File: src/rtl/sisc_seq_pkg.sv
// Shared types and constants for the SISC multi-cycle sequencer.
// Contents: state and opcode codes, alu_op codes, the control-strobe bundle,
// and the branch-condition helper.
package sisc_seq_pkg;

  localparam int unsigned STATE_W  = 3;
  localparam int unsigned OP_W     = 4;
  localparam int unsigned MM_W     = 4;
  localparam int unsigned STAT_W   = 4;
  localparam int unsigned ALU_OP_W = 2;

  typedef logic [STATE_W-1:0]  state_t;
  typedef logic [OP_W-1:0]     opcode_t;
  typedef logic [ALU_OP_W-1:0] alu_op_t;

  // Sequencer states (binary encoded)
  localparam state_t RST    = 3'd0;
  localparam state_t FETCH  = 3'd1;
  localparam state_t DECODE = 3'd2;
  localparam state_t EXEC   = 3'd3;
  localparam state_t MEM    = 3'd4;
  localparam state_t WB     = 3'd5;
  localparam state_t HALT   = 3'd6;

  // Opcodes in ir[31:28]; 6..E are reserved and behave as NOP
  localparam opcode_t OP_NOP = 4'h0;
  localparam opcode_t OP_ALU = 4'h1;
  localparam opcode_t OP_LOD = 4'h2;
  localparam opcode_t OP_STR = 4'h3;
  localparam opcode_t OP_BRA = 4'h4;
  localparam opcode_t OP_BRR = 4'h5;
  localparam opcode_t OP_HLT = 4'hF;

  // ALU operation select
  localparam alu_op_t ALU_IDLE  = 2'b00;
  localparam alu_op_t ALU_ARITH = 2'b01;
  localparam alu_op_t ALU_ADDR  = 2'b10;

  // Per-cycle control strobes driven into the datapath and memory port
  typedef struct packed {
    logic    mem_req;
    logic    mem_we;
    logic    ir_load;
    logic    pc_rst;
    logic    pc_write;
    logic    pc_sel;
    logic    br_sel;
    logic    rf_we;
    logic    wb_sel;
    logic    rd_sel;
    alu_op_t alu_op;
    logic    halted;
  } ctrl_t;

  // A zero mask means "branch always"; otherwise any selected flag set takes it
  function automatic logic branch_taken(input logic [MM_W-1:0]   mm,
                                        input logic [STAT_W-1:0] stat);
    return ((stat & mm) != '0) || (mm == '0);
  endfunction

  // Opcodes that continue past DECODE into an EXEC cycle
  function automatic logic needs_exec(input opcode_t op);
    return (op == OP_ALU) || (op == OP_LOD) || (op == OP_STR) ||
           (op == OP_BRA) || (op == OP_BRR);
  endfunction

endpackage

File: src/rtl/sisc_seq_if.sv
// Instruction/data memory request handshake.
//   mem_req : request, held until mem_rdy is seen
//   mem_we  : 1 = store, meaningful only with mem_req
//   mem_rdy : memory completes the current request this cycle
interface sisc_seq_if;
  logic mem_req;
  logic mem_we;
  logic mem_rdy;

  modport master (output mem_req, output mem_we, input  mem_rdy);
  modport slave  (input  mem_req, input  mem_we, output mem_rdy);
endinterface

File: src/rtl/sisc_seq_mem_wdog.sv
// Memory wait watchdog: counts consecutive stalled request cycles.
//   clk, rst_f : clock, async active-low reset
//   clr        : return count to zero
//   inc        : a request is stalled this cycle
//   expired_c  : this stalled cycle is the MEM_TIMEOUT-th in a row
module sisc_seq_mem_wdog #(
  parameter int unsigned MEM_TIMEOUT = 16,
  parameter int unsigned CNT_W       = 5
) (
  input  logic clk,
  input  logic rst_f,
  input  logic clr,
  input  logic inc,
  output logic expired_c
);

  logic [CNT_W-1:0] cnt_q;

  // Stall counter
  always_ff @(posedge clk or negedge rst_f) begin
    if (!rst_f) begin
      cnt_q <= '0;
    end else if (clr) begin
      cnt_q <= '0;
    end else if (inc) begin
      cnt_q <= cnt_q + CNT_W'(1);
    end
  end

  // Fires on the stalled cycle that brings the count to MEM_TIMEOUT, so a
  // mem_rdy on that same cycle (inc low) still completes normally.
  assign expired_c = inc && (cnt_q == CNT_W'(MEM_TIMEOUT - 1));

endmodule

File: src/rtl/sisc_seq.sv
// Multi-cycle SISC instruction sequencer.
//   clk, rst_f     : clock, async active-low reset
//   opcode, mm     : ir[31:28], ir[27:24] (valid from DECODE onward)
//   stat           : status-register flags
//   mem            : memory handshake (master side)
//   ir_load        : load IR from memory read data
//   pc_rst/pc_write/pc_sel/br_sel : program-counter controls
//   rf_we/wb_sel/rd_sel           : register-file write-back controls
//   alu_op         : 00 idle, 01 arith + flags, 10 address calc
//   halted/bus_err : stopped on HLT or memory timeout
module sisc_seq
  import sisc_seq_pkg::*;
#(
  parameter int unsigned MEM_TIMEOUT = 16,
  parameter int unsigned CNT_W       = 5
) (
  input  logic                 clk,
  input  logic                 rst_f,
  input  opcode_t              opcode,
  input  logic [MM_W-1:0]      mm,
  input  logic [STAT_W-1:0]    stat,
  sisc_seq_if.master           mem,
  output logic                 ir_load,
  output logic                 pc_rst,
  output logic                 pc_write,
  output logic                 pc_sel,
  output logic                 br_sel,
  output logic                 rf_we,
  output logic                 wb_sel,
  output logic                 rd_sel,
  output alu_op_t              alu_op,
  output logic                 halted,
  output logic                 bus_err
);

  state_t state_q;
  state_t state_d;
  ctrl_t  ctrl;
  logic   stall_c;
  logic   expired_c;
  logic   err_q;

  // A request cycle without mem_rdy is a stall; anything else restarts the count
  assign stall_c = ctrl.mem_req && !mem.mem_rdy;

  sisc_seq_mem_wdog #(
    .MEM_TIMEOUT(MEM_TIMEOUT),
    .CNT_W      (CNT_W)
  ) u_mem_wdog (
    .clk      (clk),
    .rst_f    (rst_f),
    .clr      (!stall_c),
    .inc      (stall_c),
    .expired_c(expired_c)
  );

  // State register
  always_ff @(posedge clk or negedge rst_f) begin
    if (!rst_f) begin
      state_q <= RST;
    end else begin
      state_q <= state_d;
    end
  end

  // Sticky bus-error flag, cleared only by reset
  always_ff @(posedge clk or negedge rst_f) begin
    if (!rst_f) begin
      err_q <= 1'b0;
    end else if (expired_c) begin
      err_q <= 1'b1;
    end
  end

  // Next-state logic
  always_comb begin
    state_d = state_q;
    case (state_q)
      RST: state_d = FETCH;
      FETCH: begin
        if (mem.mem_rdy)    state_d = DECODE;
        else if (expired_c) state_d = HALT;
      end
      DECODE: begin
        if (opcode == OP_HLT)       state_d = HALT;
        else if (needs_exec(opcode)) state_d = EXEC;
        else                         state_d = FETCH;
      end
      EXEC: begin
        if (opcode == OP_ALU)                            state_d = WB;
        else if ((opcode == OP_LOD) || (opcode == OP_STR)) state_d = MEM;
        else                                               state_d = FETCH;
      end
      MEM: begin
        if (mem.mem_rdy)    state_d = (opcode == OP_LOD) ? WB : FETCH;
        else if (expired_c) state_d = HALT;
      end
      WB:      state_d = FETCH;
      HALT:    state_d = HALT;
      default: state_d = RST;
    endcase
  end

  // Output decode
  always_comb begin
    ctrl = '0;
    case (state_q)
      RST: ctrl.pc_rst = 1'b1;
      FETCH: begin
        ctrl.mem_req = 1'b1;
        if (mem.mem_rdy) begin
          ctrl.ir_load  = 1'b1;
          ctrl.pc_write = 1'b1;
        end
      end
      EXEC: begin
        case (opcode)
          OP_ALU:         ctrl.alu_op = ALU_ARITH;
          OP_LOD, OP_STR: ctrl.alu_op = ALU_ADDR;
          OP_BRA, OP_BRR: begin
            if (branch_taken(mm, stat)) begin
              ctrl.pc_write = 1'b1;
              ctrl.pc_sel   = 1'b1;
              ctrl.br_sel   = (opcode == OP_BRR);
            end
          end
          default: ;
        endcase
      end
      MEM: begin
        ctrl.mem_req = 1'b1;
        ctrl.mem_we  = (opcode == OP_STR);
        ctrl.alu_op  = ALU_ADDR;
      end
      WB: begin
        ctrl.rf_we = 1'b1;
        if (opcode == OP_LOD) begin
          ctrl.rd_sel = 1'b1;
          ctrl.alu_op = ALU_ADDR;
        end else begin
          ctrl.wb_sel = 1'b1;
        end
      end
      HALT:    ctrl.halted = 1'b1;
      default: ;
    endcase
  end

  assign mem.mem_req = ctrl.mem_req;
  assign mem.mem_we  = ctrl.mem_we;
  assign ir_load     = ctrl.ir_load;
  assign pc_rst      = ctrl.pc_rst;
  assign pc_write    = ctrl.pc_write;
  assign pc_sel      = ctrl.pc_sel;
  assign br_sel      = ctrl.br_sel;
  assign rf_we       = ctrl.rf_we;
  assign wb_sel      = ctrl.wb_sel;
  assign rd_sel      = ctrl.rd_sel;
  assign alu_op      = ctrl.alu_op;
  assign halted      = ctrl.halted;
  assign bus_err     = err_q;

endmodule

File: src/flat_wrapper.sv
// flat-port wrapper written by rule: the top's interface ports become plain ports
module sisc_seq_flat import sisc_seq_pkg::*;
#(
  parameter int unsigned MEM_TIMEOUT = 16,
  parameter int unsigned CNT_W       = 5
)
  (clk, rst_f, opcode, mm, stat, ir_load, pc_rst, pc_write, pc_sel, br_sel, rf_we, wb_sel, rd_sel, alu_op, halted, bus_err, mem_mem_req, mem_mem_we, mem_mem_rdy);
  sisc_seq_if mem_i ();
  input  logic clk;
  input  logic rst_f;
  input  opcode_t opcode;
  input  logic [MM_W-1:0] mm;
  input  logic [STAT_W-1:0] stat;
  output logic ir_load;
  output logic pc_rst;
  output logic pc_write;
  output logic pc_sel;
  output logic br_sel;
  output logic rf_we;
  output logic wb_sel;
  output logic rd_sel;
  output alu_op_t alu_op;
  output logic halted;
  output logic bus_err;
  output wire logic [$bits(mem_i.mem_req)-1:0] mem_mem_req;
  output wire logic [$bits(mem_i.mem_we)-1:0] mem_mem_we;
  input wire logic [$bits(mem_i.mem_rdy)-1:0] mem_mem_rdy;
  assign mem_mem_req = mem_i.mem_req;
  assign mem_mem_we = mem_i.mem_we;
  assign mem_i.mem_rdy = mem_mem_rdy;
  sisc_seq #(.MEM_TIMEOUT(MEM_TIMEOUT), .CNT_W(CNT_W)) u_core (.clk(clk), .rst_f(rst_f), .opcode(opcode), .mm(mm), .stat(stat), .mem(mem_i), .ir_load(ir_load), .pc_rst(pc_rst), .pc_write(pc_write), .pc_sel(pc_sel), .br_sel(br_sel), .rf_we(rf_we), .wb_sel(wb_sel), .rd_sel(rd_sel), .alu_op(alu_op), .halted(halted), .bus_err(bus_err));
endmodule
File: config.mk
export PLATFORM = sky130hd
export DESIGN_NAME = sisc_seq_flat
export DESIGN_NICKNAME = d
export VERILOG_FILES = /design/src/rtl/sisc_seq_pkg.sv /design/src/rtl/sisc_seq_if.sv /design/src/rtl/sisc_seq_mem_wdog.sv /design/src/rtl/sisc_seq.sv /design/src/flat_wrapper.sv
export SDC_FILE = /design/constraint.sdc
export NUM_CORES = 1
export LEC_CHECK = 0
export BUFFER_PORTS_ARGS = -buffer_cell sky130_fd_sc_hd__clkbuf_2
export CAP_MARGIN = 25
export CORE_MARGIN = 3
export CORE_UTILIZATION = 41
export CTS_CLUSTER_DIAMETER = 40
export CTS_CLUSTER_SIZE = 10
export DETAILED_ROUTE_END_ITERATION = 8
export GPL_TIMING_DRIVEN = 0
export PLACE_DENSITY_LB_ADDON = 0.3
export SLEW_MARGIN = 25
export SYNTH_ARGS = -nofsm -noshare
export SYNTH_HDL_FRONTEND = slang
export SYNTH_SLANG_ARGS = --single-unit
File: constraint.sdc
create_clock -name clk -period 1.8 [get_ports clk]
set_clock_uncertainty 0.2 [all_clocks]
set_input_delay 0.18 -clock clk [delete_from_list [all_inputs] [get_ports clk]]
set_output_delay 0.18 -clock clk [all_outputs]
set_load 0.05 [all_outputs]
==> results.py, run 1 <==
metrics = {
    "finish": {
        "areaGrowthSynthToFinish_pct": 60.9,
        "fin_util_pct": 71.8,
        "fin_nets": 134,
        "n_antenna_cell": 0,
        "drive_above_1_share_pct": 51.7,
        "fillers": 118,
        "layoutNonFillerInstCount": 132,
    },
    "timing": {
        "tightest_slew_ps": 369,
        "slew_violations": 0,
        "min_period_ps": 1910,
        "fin_ws_ps": -108,
        "min_period_over_period_pct": 106,
        "finalSetupViolCount": 4,
        "slew_headroom_pct": 75.1,
        "hold_viol": 0,
        "max_freq_mhz": 524,
        "rsz0062_at_grt": "true",
    },
    "synthesis": {
        "synth_top_area_share_pct": 32.7,
        "synth_commonest_cells": "nor2_1 (11), dfrtp_1 (9), inv_1 (4), nor2b_1 (4), o21bai_1 (4)",
        "yosys_warnings": 0,
        "synth.most_common_cell": "nor2_1",
        "ys_top_cells_by_area": "dfrtp_1 (33%), nor2_1 (6.0%), o21bai_1 (4.4%)",
        "synthCells": 79,
        "syn_nets": 96,
        "ys_seq_elements": 9,
        "yosysSeqAreaShare_pct": 32.7,
        "synthFlopType": "dfrtp_1",
        "synth.cell_area_um2": 688,
        "ys_async_sr_fraction_pct": 100,
        "synthDistinctLibCells": 36,
        "synth_top_area_cell": "dfrtp_1",
        "synth_edf_count": 0,
        "avgSynthCellArea_um2": 8.71,
    },
    "critical_path": {
        "path_class": "reg2out",
        "arrival_ps": 1530,
        "crit_chain": "and4bb_2 > o311a_4 > or2_4 > clkbuf_16",
        "max_stage_delay_ps": 450,
        "cp-end-kind": "output port",
        "crit_family": "simple AND/OR/NAND/NOR gates",
        "critical_path.slowest_cell": "dfrtp_2",
        "critical_path.max_fanout": 6,
        "critical_path.startpoint_type": "flip-flop",
        "critPathBufInv": 1,
        "cp.required_ps": 1420,
    },
    "floorplanning": {
        "start_util_pct": 44.6,
        "die_x_um": 47.0,
        "ios": 29,
        "core_um2": 1540,
        "dieArea_um2": 2210,
        "rows": 14,
        "fp.dieH_um": 47.0,
    },
    "status": {
        "status": "complete, but fails checks",
        "violations": "setup timing",
    },
    "placement": {
        "post-place-ws_ps": -61.7,
        "gpl.final_weighted_congestion": 0.866,
        "placedCellCount": 123,
        "dpl.hpwl_um": 1300,
        "io_buffers": 28,
    },
    "detailed_routing": {
        "vias_per_cell": 5.88,
        "postRouteWirelength_um": 2180,
        "drc_errors": 0,
        "dr.pass1.iters": 4,
        "num_vias": 776,
        "drtIter0Drc": 4,
        "wl_per_cell_um": 16.5,
        "final_antenna_net_count": 0,
    },
    "clock_network": {
        "clk_pin_slew_worst_paths_ps": 70,
        "cts_made_buffers": 3,
        "cts_num_sinks": 9,
        "clockRootBuffer": "clkbuf_4",
        "h-tree-depth": 1,
        "insertion_delay_ps": 270,
        "clockBufferDepth": 2,
        "cts_tree": "yes",
    },
    "global_routing": {
        "grt_max_degree": 11,
        "overflow": 0,
        "antenna_found_initial": 0,
        "globalRouteTotalUtil_pct": 22.0,
        "grt_pass1_vias": 724,
        "grt_pass1_wl_um": 3350,
    },
    "power": {
        "leakagePower_nw": 0.517,
        "power_per_cell_area_nw_per_um2": 1510,
        "max-vdd-ir-drop_uv": 1120,
    },
    "flow_run": {
        "drv_cap": 0,
    },
    "worst_hold_path": {
        "hold_path_class": "in2async",
    },
}
[path summary, 6_finish.rpt]
path                                       startpoint                 to  slack (ps)  cells past startpoint
min in group clk                          mem_mem_rdy  u_core.state_q[0]         160                      3
min reg2reg                            u_core.bus_err     u_core.bus_err         320                      1
max reg2reg                u_core.u_mem_wdog.cnt_q[1]  u_core.state_q[2]          30                      6
max                                 u_core.state_q[0]           pc_write        -110                      4
min                                             rst_f     u_core.bus_err         100                      2
max in group asynchronous                       rst_f  u_core.state_q[1]        1070                      2
[sequential cells by signal, indices dropped and copies added, names as in the netlist]
register and count:
u_core.state_q 3, u_core.bus_err 1, u_core.u_mem_wdog.cnt_q 5
[worst register-to-register path, delay by kind of cell (launching register included)]
kind,cells,cell delay (ps)
compound gates,2,410
simple gates,2,290
flops,1,390
fa+ha+maj,2,370
[per-layer routing]
metal	vias up	routed length, µm	GRT usage (%)
li1	366	-	-
met1	370	838	24.1
met2	30	1140	38.5
met3	10	126	7.66
met4	0	79	8.84
met5	-	0	0
[placed cells by master, fill, tap and decap left out, types with 2 or more instances in the layout]
cell,n
o21ai_0,3
inv_1,4
nor2_1,10
a22o_1,2
o21bai_1,4
clkbuf_1,2
buf_6,2
dfrtp_2,2
buf_4,6
a31o_2,2
nor2b_1,2
xnor2_1,2
clkbuf_4,8
and3_1,2
clkbuf_2,15
and3b_1,2
buf_8,4
dfrtp_1,7
nand3_1,2
[report_power, final]
part	switching (W)	total (W)	leakage [nW]	internal, W
Clock	0.0000745	0.000160	0.0150	0.0000854
Combinational	0.000679	0.00120	0.387	0.000521
Sequential	0.0000602	0.000317	0.115	0.000257
Total	0.000814	0.00168	0.517	0.000863
[cells by family after synthesis]
kind of cell / Yosys count / synth area share (%)
AOI/OAI and AO/OA: 19 / 22.0
xor gates and xnor gates: 3 / 3.82
adders and majority gates: 2 / 3.64
buffers and inverters: 9 / 5.27
DFF: 9 / 32.7
and+or+nand+nor: 37 / 32.5
[stage by stage]
stage | power [W] | setup TNS [ps] | hold slack, ps | instance area [µm²]
2_1_floorplan | 0.000977 | -293 | -316 | 708
3_3_place_gp | 0.00115 | -46.9 | -159 | 868
3_5_place_dp | 0.00117 | -92.5 | -150 | 868
4_1_cts | 0.00155 | -205 | 101 | 1050
5_1_grt | 0.00177 | -534 | 117 | 1110
6_report | 0.00168 | -230 | 100 | 1110
[timing repair]
item	CTS	global route
pin swaps	2	7
gates resized for setup	29	20
hold endpoints to repair	9	0
endpoints found under the setup margin	14	15
cloned	0	0
hold buffers	1	0
setup buffers	4	1
[layout make-up]
| cell class | instances | area [µm²] | share of cell area, % |
|---|---|---|---|
| inverter | 4 | 15.0 | 1.36 |
| clock buffer | 4 | 26.3 | 2.37 |
| buffer | 4 | 37.5 | 3.39 |
| tap | 16 | 20.0 | 1.81 |
| sequential | 9 | 228 | 20.6 |
| timing repair buffer | 34 | 280 | 25.3 |
| multi-input combinational | 61 | 500 | 45.2 |
Power figures use the tool's default switching activity.
==> inputs of run 2 (changes only) <==
Settings changed: CORE_ASPECT_RATIO set to 0.75, CORE_UTILIZATION 41 to 43, RECOVER_POWER set to 50, SYNTH_HIERARCHICAL set to 1.
==> run 2 against run 1 <==
The run still ends with setup timing left; flip-flop and latch count unchanged; global-route usage grew 6.5 points; synthesized area up 9.8%; worst setup slack got worse by 100 ps; non-clock buffer count grew 13; register-to-register slack got worse by 240 ps; maximum frequency fell by 5.2%; synthesized cell count grew 7.6%; clock-buffer cell count stayed put; critical path type is now reg2reg; largest cell class unchanged.
==> results.py, run 2 <==
metrics = {
    "clock_network": {
        "clockRootBuffer": "clkbuf_4",
        "h-tree-depth": 1,
        "clk_pin_slew_worst_paths_ps": 70,
        "insertion_delay_ps": 280,
        "cts_num_sinks": 9,
        "cts_tree": "yes",
        "cts_made_buffers": 3,
        "clockBufferDepth": 2,
    },
    "placement": {
        "dpl.hpwl_um": 1570,
        "gpl.final_weighted_congestion": 0.784,
        "placedCellCount": 133,
        "io_buffers": 27,
        "post-place-ws_ps": -249,
    },
    "synthesis": {
        "synth_commonest_cells": "nor2_1 (10), dfrtp_1 (9), inv_1 (5)",
        "synth.most_common_cell": "nor2_1",
        "synthCells": 85,
        "synthFlopType": "dfrtp_1",
        "yosysSeqAreaShare_pct": 29.8,
        "yosys_warnings": 6,
        "ys_seq_elements": 9,
        "synth.cell_area_um2": 756,
        "synth_top_area_cell": "dfrtp_1",
        "syn_nets": 102,
        "synth_edf_count": 0,
        "synth_top_area_share_pct": 29.8,
        "ys_top_cells_by_area": "dfrtp_1 (30%), nor2_1 (5.0%), buf_6 (4.5%)",
        "synthDistinctLibCells": 41,
        "avgSynthCellArea_um2": 8.89,
        "ys_async_sr_fraction_pct": 100,
    },
    "floorplanning": {
        "rows": 12,
        "start_util_pct": 48.4,
        "core_um2": 1560,
        "die_x_um": 54.4,
        "ios": 29,
        "dieArea_um2": 2300,
        "fp.dieH_um": 42.3,
    },
    "global_routing": {
        "grt_use_met1_pct": 36.2,
        "grt_pass1_vias": 937,
        "grt_max_degree": 11,
        "overflow": 0,
        "globalRouteTotalUtil_pct": 28.5,
        "antenna_found_initial": 0,
        "grt_pass1_wl_um": 4720,
        "top_usage_layer": "met2",
        "grt_use_met3_pct": 6.76,
        "met2_usage_pct": 46.8,
    },
    "detailed_routing": {
        "num_vias": 1056,
        "vias_per_cell": 6.81,
        "dr.pass1.iters": 4,
        "drtIter0Drc": 90,
        "final_antenna_net_count": 0,
        "postRouteWirelength_um": 3910,
        "wl_per_cell_um": 25.2,
        "drc_errors": 0,
    },
    "power": {
        "p_sw_w": 0.00102,
        "clockPowerShare_pct": 8.5,
        "leakagePower_nw": 0.655,
        "sequentialPowerShare_pct": 14.0,
        "max-vdd-ir-drop_uv": 1270,
        "power_per_cell_area_nw_per_um2": 1390,
        "internal_power_w": 0.00101,
        "comb_power_share_pct": 77.5,
        "power_w": 0.00203,
        "switching_share_pct": 50.3,
    },
    "flow_run": {
        "drv_cap": 0,
    },
    "critical_path": {
        "critical_path.startpoint_type": "flip-flop",
        "cp.required_ps": 1820,
        "arrival_ps": 2030,
        "r2r_start": "u_core/state_q[1]",
        "startpoint": "u_core/state_q[1]",
        "critical_path.max_fanout": 6,
        "path_class": "reg2reg",
        "cp-end-kind": "flip-flop",
    },
    "timing": {
        "fin_ws_ps": -212,
        "min_period_over_period_pct": 112,
        "min_period_ps": 2010,
        "hold_viol": 0,
        "max_freq_mhz": 497,
        "slew_headroom_pct": 63.4,
        "rsz0062_at_grt": "true",
        "slew_violations": 0,
        "tightest_slew_ps": 549,
        "finalSetupViolCount": 17,
    },
    "worst_hold_path": {
        "hold_path_class": "in2async",
    },
    "finish": {
        "drive_above_1_share_pct": 64.9,
        "top_register": "u_core/u_mem_wdog/cnt_q",
        "fillers": 52,
        "fin_nets": 152,
        "areaGrowthSynthToFinish_pct": 94.2,
        "final_cell_mix": "buf_4 (13), clkbuf_2 (11), buf_6 (11)",
        "n_antenna_cell": 0,
        "largest_reg_flops": 5,
        "layoutNonFillerInstCount": 155,
        "final_common_cell": "buf_4",
    },
    "status": {
        "status": "complete, but fails checks",
        "violations": "setup timing",
    },
}
run 2: per-stage QoR:
step,utilization (%),setup TNS [ps],hold slack [ps],cell area [µm²]
3_5_place_dp,66.7,-848,-154,1040
5_1_grt,94.0,-2170,202,1470
4_1_cts,88.9,-834,104,1390
2_1_floorplan,-,-2270,-316,881
6_report,94.0,-1720,188,1470
3_3_place_gp,66.7,-729,-156,1040
run 2: area by class of cell:
class / instances / area [µm²] / area share, %
repair buffers: 47 / 437 / 29.8
multi-input cells: 65 / 684 / 46.6
flip-flops and latches: 9 / 226 / 15.4
inverters: 5 / 22.5 / 1.53
well taps: 21 / 26.3 / 1.79
clock buffers: 4 / 26.3 / 1.79
plain buffers: 4 / 45.0 / 3.07
run 2: power groups by stage:
stage | Clock (W) | Combinational, W | Sequential [W]
6_report | 0.000173 | 0.00158 | 0.000284
5_1_grt | 0.000184 | 0.00162 | 0.000286
4_1_cts | 0.000160 | 0.00133 | 0.000272
3_5_place_dp | 0 | 0.000980 | 0.000275
3_3_place_gp | 0 | 0.000964 | 0.000273
2_1_floorplan | 0 | 0.000808 | 0.000269
run 2: kinds of logic after synthesis:
group	synth area share (%)
compound gates	21.5
mux	3.31
xor+xnor	1.16
fa+ha+maj	3.31
buf+inv	9.27
flops	29.8
simple gates	31.6
run 2: repair_timing:
action                                  in CTS  in global routing
hold buffers                                 1                  0
buffers inserted                            16                  2
gates resized for setup                     42                 27
hold endpoints to repair                     9                  0
pin swaps                                    9                 11
endpoints found under the setup margin      16                 21
gates cloned                                 1                  0
run 2: routing by layer:
| layer | part of all wire [%] | routed length, µm |
|---|---|---|
| met3 | 12 | 450 |
| met4 | 7.8 | 306 |
| met5 | 0 | 0 |
| met2 | 44 | 1730 |
| met1 | 36 | 1430 |
run 2: critical path, stage by stage, from the launching register on:
cell and delay (ps):
dfrtp_1 410, buf_6 160, buf_4 170, a21oi_4 150, nor2b_4 240, and2_4 210
nand3b_1 100, a21oi_2 160, o32a_2 160
run 2: final timing paths:
check	endpoint	slack, ps	cells after the start
hold / removal	u_core/state_q[2]	190	2
hold reg to reg	u_core/bus_err	350	1
setup reg to reg	u_core/state_q[2]	-210	8
setup / recovery	u_core/state_q[2]	-210	8
max in group asynchronous	u_core/u_mem_wdog/cnt_q[0]	820	2
min in group clk	u_core/state_q[2]	190	3
==> inputs of run 3 (changes only) <==
--- a/config.mk
+++ b/config.mk
@@ -17,4 +17,5 @@
 export PLACE_DENSITY_LB_ADDON = 0.3
 export RECOVER_POWER = 50
+export SKIP_LAST_GASP = 1
 export SLEW_MARGIN = 25
 export SYNTH_ARGS = -nofsm -noshare
==> constraint.sdc (replaced) <==
create_clock -name clk -period 1.8 [get_ports clk]
set_clock_uncertainty 0.2 [all_clocks]
set_input_delay 0 -clock clk [delete_from_list [all_inputs] [get_ports clk]]
set_output_delay 0 -clock clk [all_outputs]
set_load 0.05 [all_outputs]
==> run 3 against run 2 <==
The run still ends with setup timing left; worst setup slack improved by 98 ps; sequential power shrank 4%; non-clock buffer count decreased by 1; hold slack got worse by 130 ps; total power decreased by 17%; first-iteration DRC count decreased by 20%; combinational power down 21%; critical path type unchanged; via count decreased by 11%; sequential share of layout area increased by 2.2 points; die area stayed put; clock power fell by 9%; final area is 12% lower.
==> results.py, run 3 (synthesis gave the netlist of run 2 again) <==
metrics = {
    "critical_path": {
        "cp.required_ps": 1750,
        "max_stage_delay_ps": 430,
        "cp-end-kind": "flip-flop",
        "crit_chain": "ha_4 > and3_4 > ha_4 > and2_4 > nand3b_1 > a21oi_2 > o32a_2",
        "crit_top_cell": "ha_4",
        "r2r_end": "u_core/state_q[2]",
        "critPathBufInv": 0,
        "critical_path.slowest_cell": "dfrtp_2",
        "path_class": "reg2reg",
        "crit_family": "compound AO/OA/AOI/OAI gates",
        "r2r_start": "u_core/u_mem_wdog/cnt_q[0]",
        "critical_path.max_fanout": 4,
        "reg2regPathDepth": 7,
        "reg2reg_slack_ps": -110,
        "critical_path.startpoint_type": "flip-flop",
        "arrival_ps": 1860,
    },
    "timing": {
        "min_period_ps": 1910,
        "slew_headroom_pct": 60.8,
        "tightest_slew_ps": 590,
        "hold_viol": 0,
        "rsz0062_at_grt": "true",
        "max_freq_mhz": 522,
        "min_period_over_period_pct": 106,
        "fin_ws_ps": -114,
        "slew_violations": 0,
        "finalSetupViolCount": 5,
        "tns_ps": -270,
    },
    "global_routing": {
        "grt_pass1_wl_um": 3910,
        "top_usage_layer": "met2",
        "grt_use_met3_pct": 6.05,
        "grt_max_degree": 11,
        "globalRouteTotalUtil_pct": 23.3,
        "grt_pass1_vias": 807,
        "met2_usage_pct": 35.3,
        "overflow": 0,
        "grt_use_met1_pct": 31.7,
        "antenna_found_initial": 0,
    },
    "finish": {
        "layoutNonFillerInstCount": 154,
        "final_cell_mix": "clkbuf_2 (19), buf_4 (15), nor2_1 (9)",
        "fin_nets": 151,
        "top_register": "u_core/u_mem_wdog/cnt_q",
        "n_antenna_cell": 0,
        "final_common_cell": "clkbuf_2",
        "fin_util_pct": 82.4,
        "areaGrowthSynthToFinish_pct": 70.2,
        "largest_reg_flops": 5,
        "drive_above_1_share_pct": 57.1,
    },
    "clock_network": {
        "clk_pin_slew_worst_paths_ps": 60,
        "clockBufferDepth": 2,
        "cts_made_buffers": 3,
        "insertion_delay_ps": 260,
        "h-tree-depth": 1,
        "cts_tree": "yes",
        "clockRootBuffer": "clkbuf_4",
        "cts_num_sinks": 9,
    },
    "floorplanning": {
        "core_um2": 1560,
        "rows": 12,
        "ios": 29,
        "fp.dieH_um": 42.3,
        "die_x_um": 54.4,
        "start_util_pct": 48.4,
        "dieArea_um2": 2300,
    },
    "worst_hold_path": {
        "hold_path_class": "in2reg",
        "hp-start": "opcode[3]",
        "hold_path_depth": 3,
        "min_to": "u_core/state_q[1]",
    },
    "placement": {
        "placedCellCount": 133,
        "io_buffers": 27,
        "post-place-ws_ps": -252,
        "dpl.hpwl_um": 1520,
        "gpl.final_weighted_congestion": 0.826,
    },
    "power": {
        "power_per_cell_area_nw_per_um2": 1310,
        "max-vdd-ir-drop_uv": 1340,
        "clockPowerShare_pct": 9.4,
        "internal_power_w": 0.000831,
        "comb_power_share_pct": 74.4,
        "sequentialPowerShare_pct": 16.3,
        "leakagePower_nw": 0.598,
        "p_sw_w": 0.000849,
        "switching_share_pct": 50.6,
    },
    "detailed_routing": {
        "drtIter0Drc": 72,
        "postRouteWirelength_um": 2830,
        "final_antenna_net_count": 0,
        "num_vias": 940,
        "vias_per_cell": 6.10,
        "wl_per_cell_um": 18.4,
        "drc_errors": 0,
        "dr.pass1.iters": 5,
    },
    "status": {
        "status": "complete, but fails checks",
        "violations": "setup timing",
    },
    "flow_run": {
        "drv_cap": 0,
    },
}
run 3: worst register-to-register path: cells and delay by family (launching register included):
family / cells / cell delay [ps]
AND/OR/NAND/NOR: 3 / 420
adder cells (fa/ha/maj): 2 / 310
AO/OA/AOI/OAI: 2 / 450
flip-flops: 1 / 430
run 3: what timing repair did:
item	CTS	global route
hold endpoints to repair	11	0
endpoints found under the setup margin	9	14
setup buffers	11	2
hold buffers	5	0
cloned	0	0
resized for setup	15	25
pin swaps	4	10
run 3: stage by stage:
step                hold slack (ps)  cell area (µm²)  total power, W
global placement               -335              983         0.00118
floorplan                      -496              822         0.00102
finish                         58.0             1290         0.00168
CTS                            11.2             1200         0.00158
global route                   67.0             1290         0.00176
detailed placement             -332              983         0.00121
run 3: final cells by class:
type | instances | area, µm²
multi-input cells | 65 | 611
repair buffers | 45 | 324
fillers | 94 | 275
flip-flops and latches | 9 | 226
plain buffers | 5 | 50.0
clock buffers | 4 | 26.3
well taps | 21 | 26.3
inverters | 5 | 22.5
run 3: how the worst max path moves through the flow:
stage / startpoint / to / slack, ps / depth (start not counted)
6_report: u_core/u_mem_wdog/cnt_q[0] / u_core/state_q[2] / -110 / 7
5_1_grt: u_core/u_mem_wdog/cnt_q[0] / u_core/state_q[2] / -130 / 7
4_1_cts: u_core/u_mem_wdog/cnt_q[1] / u_core/state_q[2] / -80 / 7
3_5_place_dp: u_core/state_q[2] / u_core/state_q[2] / -250 / 9
3_3_place_gp: u_core/state_q[2] / u_core/state_q[2] / -220 / 9
2_1_floorplan: u_core/state_q[0] / u_core/state_q[2] / -340 / 9
run 3: power groups by stage:
stage | combinational (W) | clock, W | sequential [W]
CTS | 0.00115 | 0.000162 | 0.000268
global placement | 0.000907 | 0 | 0.000271
detailed placement | 0.000938 | 0 | 0.000273
global route | 0.00131 | 0.000176 | 0.000278
floorplan | 0.000757 | 0 | 0.000267
finish | 0.00125 | 0.000157 | 0.000273
run 3: metal layers:
layer | routed length [µm] | share of wire, %
met5 | 0 | 0
met4 | 98 | 3.5
met3 | 246 | 8.7
met2 | 1360 | 48
met1 | 1130 | 40
